## src/rtl/twos_complement_pkg.sv

```systemverilog
// Shared types and defaults for the serial two's complement negator.
// State encodings and the default operand width live here.
package twos_complement_pkg;

  typedef enum logic [1:0] {
    IDLE  = 2'd0,
    SHIFT = 2'd1,
    DONE  = 2'd2
  } tc_state_e;

  localparam int TC_WIDTH = 4;

endpackage

```

## src/rtl/serial_negate_cell.sv

```systemverilog
// Per-bit negate cell: copies bits until the first 1 is seen,
// then inverts every following bit.
module serial_negate_cell (
  input  logic clk,
  input  logic rst,
  input  logic clr_i,
  input  logic en_i,
  input  logic bit_i,
  output logic bit_o
);

  logic seen_one_q;

  assign bit_o = seen_one_q ? ~bit_i : bit_i;

  always_ff @(posedge clk or posedge rst) begin
    if (rst) begin
      seen_one_q <= 1'b0;
    end else if (clr_i) begin
      seen_one_q <= 1'b0;
    end else if (en_i) begin
      seen_one_q <= seen_one_q | bit_i;
    end
  end

endmodule

```

## src/rtl/serial_twos_complement.sv

```systemverilog
// Serial LSB-first two's complement negator with valid/ready handshake.
// Define SERIAL_TWOS_COMPLEMENT_OVF_EN to flag negation of the most negative value.
module serial_twos_complement
  import twos_complement_pkg::*;
#(
  parameter int WIDTH = TC_WIDTH
) (
  input  logic             clk,
  input  logic             rst,
  input  logic [WIDTH-1:0] In,
  input  logic             in_valid,
  output logic             in_ready,
  output logic [WIDTH-1:0] Out,
  output logic             out_valid,
  input  logic             out_ready,
  output logic             busy,
  output logic             ovf
);

  localparam int CW = (WIDTH > 2) ? $clog2(WIDTH) : 1;
  localparam logic [CW-1:0] LAST = CW'(WIDTH - 1);

  tc_state_e        state_q;
  logic [WIDTH-1:0] sreg_q;
  logic [WIDTH-1:0] res_q;
  logic [CW-1:0]    cnt_q;
  logic             cell_bit;
  logic             accept;

  assign accept    = (state_q == IDLE) && in_valid;
  assign in_ready  = (state_q == IDLE);
  assign busy      = (state_q == SHIFT);
  assign out_valid = (state_q == DONE);
  assign Out       = res_q;

  serial_negate_cell u_cell (
    .clk   (clk),
    .rst   (rst),
    .clr_i (accept),
    .en_i  (state_q == SHIFT),
    .bit_i (sreg_q[0]),
    .bit_o (cell_bit)
  );

`ifdef SERIAL_TWOS_COMPLEMENT_OVF_EN
  localparam logic [WIDTH-1:0] MIN_VAL = {1'b1, {(WIDTH-1){1'b0}}};
  logic min_q;
  logic ovf_q;
  assign ovf = ovf_q;
`else
  assign ovf = 1'b0;
`endif

  always_ff @(posedge clk or posedge rst) begin
    if (rst) begin
      state_q <= IDLE;
      sreg_q  <= '0;
      res_q   <= '0;
      cnt_q   <= '0;
`ifdef SERIAL_TWOS_COMPLEMENT_OVF_EN
      min_q   <= 1'b0;
      ovf_q   <= 1'b0;
`endif
    end else begin
      unique case (state_q)
        IDLE: begin
          if (in_valid) begin
            sreg_q  <= In;
            cnt_q   <= '0;
            state_q <= SHIFT;
`ifdef SERIAL_TWOS_COMPLEMENT_OVF_EN
            min_q   <= (In == MIN_VAL);
`endif
          end
        end
        SHIFT: begin
          sreg_q <= {1'b0, sreg_q[WIDTH-1:1]};
          res_q  <= {cell_bit, res_q[WIDTH-1:1]};
          cnt_q  <= cnt_q + CW'(1);
          if (cnt_q == LAST) begin
            state_q <= DONE;
`ifdef SERIAL_TWOS_COMPLEMENT_OVF_EN
            ovf_q   <= min_q;
`endif
          end
        end
        DONE: begin
          if (out_ready) begin
            state_q <= IDLE;
`ifdef SERIAL_TWOS_COMPLEMENT_OVF_EN
            ovf_q   <= 1'b0;
`endif
          end
        end
        default: state_q <= IDLE;
      endcase
    end
  end

endmodule

```

## config.mk

```make
export PLATFORM = sky130hd
export DESIGN_NAME = serial_twos_complement
export DESIGN_NICKNAME = d
export VERILOG_FILES = /design/src/rtl/twos_complement_pkg.sv /design/src/rtl/serial_negate_cell.sv /design/src/rtl/serial_twos_complement.sv
export SDC_FILE = /design/constraint.sdc
export NUM_CORES = 1
export LEC_CHECK = 0
export ABC_AREA = 1
export BUFFER_PORTS_ARGS = -buffer_cell sky130_fd_sc_hd__buf_4
export CAP_MARGIN = 20
export CORE_MARGIN = 1
export CORE_UTILIZATION = 25
export DETAILED_ROUTE_END_ITERATION = 6
export SLEW_MARGIN = 10
export SYNTH_ARGS = -nofsm -noshare
export SYNTH_HDL_FRONTEND = slang
export SYNTH_HIERARCHICAL = 1
export SYNTH_SLANG_ARGS = --single-unit
```

## constraint.sdc

```tcl
create_clock -name clk -period 1.1 [get_ports clk]
set_clock_uncertainty 0.15 [all_clocks]
set_input_delay 0.055 -clock clk [delete_from_list [all_inputs] [get_ports clk]]
set_output_delay 0.055 -clock clk [all_outputs]
set_load 0.005 [all_outputs]
```

==> qor.yml <==
global_routing:
  grt_pass1_wl_mm: 2.19
  grt_max_degree: 13
  grt_pass1_vias: 495
  gr-total-overflow: 0
  antenna_found_initial: 0
  grt_use_total_pct: 11.2
sta:
  worst_slack_ns: -0.208
  min_period_over_period_pct: 119
  min_period_ns: 1.31
  slew_violations: 0
  rsz0062_at_grt: "true"
  hold_ws_ns: 0.0268
  setup_violations: 15
  fmax_mhz: 765
  final-hold-violation-count: 0
clock_tree:
  clock_latency_ns: 0.27
  clock-sinks: 13
  clkTransAtPathRegs_ns: 0.08
  numCtsBuffers: 3
  cts_root_buffer: "clkbuf_4"
  ctsHtreeMaxLevel: 1
  cts_tree: "done"
  clock_path_buffers: 2
critical_path:
  required_ns: 1.12
  path_max_fanout: 7
  arrival_ns: 1.32
  startpoint_type: "flop"
  end_kind: "flop"
  path_cells: "buf_6 -> o21ai_4 -> inv_2 -> nand2_1 -> nand2_1"
  crit_slowest_cell: "dfrtp_2"
  worst-setup-path-type: "flop to flop"
  worst_path_largest_cell_delay_ns: 0.50
  crit_family: "flip-flops"
  path_common_cell: "nand2_1"
  crit_buf_inv: 2
layout:
  final_cell_count_no_fill: 138
  syn_to_final_growth_pct: 54.8
  drive_gt1_share_pct: 40.7
  n_antenna_cell: 0
  fillCellCount: 240
  final_area_um2: 997
  nets: 119
routing:
  dr.pass1.iters: 3
  wl_per_cell_um: 10.2
  viasPerCell: 4.20
  ant_nets: 0
  drtIter0Drc: 1
  vias: 580
  drc: 0
  totalWireLength_mm: 1.41
floorplan:
  io_pins: 16
  die_y_um: 52.8
  initial_core_util_pct: 26.2
  die_w_um: 52.8
  core_area_um2: 2450
  dieArea_um2: 2780
  row_count: 18
flow_run:
  drv_cap: 0
synth:
  mappedNetlistArea_um2: 644
  synth_fp_nets: 86
  synthCells: 76
  ys_seq_area_share_pct: 50.5
  syn_avg_cell_area_um2: 8.48
  ys_types: 17
  synth-seq-cells: 13
  synth_warnings: 6
min_path:
  hold_path_class: "input pin to async pin"
placement:
  place_hpwl_um: 889
  gp_congestion: 0.844
  placed_area_um2: 776
  port_buffers: 14
  place_inst: 119
pwr:
  ir_drop_v: 0.00147
  p_leak_nw: 0.525
  power_density_nw_per_um2: 2850
status:
  violations: "setup timing"
  status: "finished, violations left"
## cells by family after synthesis
logic type | after synthesis | synth area share [%]
buffers and inverters | 12 | 9.51
AO/OA/AOI/OAI | 6 | 6.80
adder cells (fa/ha/maj) | 2 | 3.88
other | 1 | 0.582
AND/OR/NAND/NOR | 42 | 28.7
flip-flops | 13 | 50.5
## repair_timing
item / 4_1_cts / 5_1_grt
setup buffers: 8 / 0
endpoints found under the setup margin: 16 / 16
endpoints found under the hold margin: 22 / 0
pin swaps: 8 / 2
hold buffers: 7 / 0
resized for setup: 18 / 8
## layout make-up
type                            count  area, um^2  share of cell area (%)
Tap cell                           30        37.5                    3.76
Clock buffer                        4        26.3                    2.63
Inverter                           10        47.5                    4.77
Timing Repair Buffer               30         273                    27.4
Multi-Input combinational cell     51         285                    28.6
Sequential cell                    13         328                    32.9
## worst register-to-register path: stages (launching register included)
cell and delay, ns:
dfrtp_2 0.50, buf_6 0.16, o21ai_4 0.21, inv_2 0.07
nand2_1 0.06, nand2_1 0.05
## through the flow
stage               power, mW  worst slack [ns]  utilization, %  setup TNS [ns]
floorplan                1.61           0.00556               -               0
global placement         1.94            -0.162            31.6           -1.25
finish                   2.84            -0.208            40.6           -1.90
detailed placement       1.97            -0.194            31.6           -1.75
global route             3.06            -0.281            40.6           -2.59
CTS                      2.75            -0.210            39.8           -1.87
## state kept, by name (all words and copies together), names as in the netlist
register           flops
cnt_q                  2
state_q                2
sreg_q                 4
Out                    4
u_cell/seen_one_q      1
## cell usage in the layout, fill, tap and decap left out
cell type	count
dlygate4sd3_1	7
nand2_1	28
buf_4	16
nand2_8	1
clkbuf_4	3
dfrtp_1	11
inv_8	1
buf_8	1
inv_1	5
inv_4	1
o21ai_1	2
nand2_4	1
clkbuf_1	1
o31ai_1	1
nor2_1	3
buf_6	6
nand3_1	3
nand2_2	5
dfrtp_2	2
conb_1	1
ha_1	2
o21ai_4	1
inv_2	3
o21ai_2	2
nor2_4	1
## synthesized netlist by cell type
master	n	area share [%]
o31ai_1	1	1.2
nand2_8	1	3.1
nand2_1	34	20
buf_6	1	1.7
ha_1	2	3.9
o21ai_4	1	2.5
nor2_1	3	1.7
inv_1	7	4.1
nand3_1	3	2.3
nor2_4	1	1.7
dfrtp_1	13	50
o21ai_0	3	2.3
buf_4	1	1.2
o21ai_1	1	0.78
conb_1	1	0.58
inv_2	1	0.58
inv_4	2	1.9
## routing by layer
| layer | up-vias | global-route usage, % | routed length (um) |
|---|---|---|---|
| li1 | 292 | - | - |
| met2 | 17 | 17.1 | 637 |
| met3 | 2 | 4.35 | 73 |
| met5 | - | 0 | 0 |
| met1 | 269 | 14.1 | 691 |
| met4 | 0 | 3.95 | 10 |
## final timing paths
check | slack (ns) | from | cells after the start | endpoint
max reg2reg | -0.21 | state_q[0] | 5 | sreg_q[2]
max in group asynchronous | 0.26 | rst | 3 | state_q[0]
min | 0.03 | rst | 3 | u_cell/seen_one_q
max | -0.21 | state_q[0] | 5 | sreg_q[2]
min reg2reg | 0.34 | Out[0] | 2 | Out[0]
min in group clk | 0.34 | Out[0] | 2 | Out[0]
## power by group
part	leakage, nW	switching, mW	total (mW)	internal [mW]
sequential	0.161	0.210	0.916	0.706
clock	0.0150	0.153	0.294	0.140
combinational	0.349	0.774	1.63	0.860
Power figures use the tool's default switching activity.
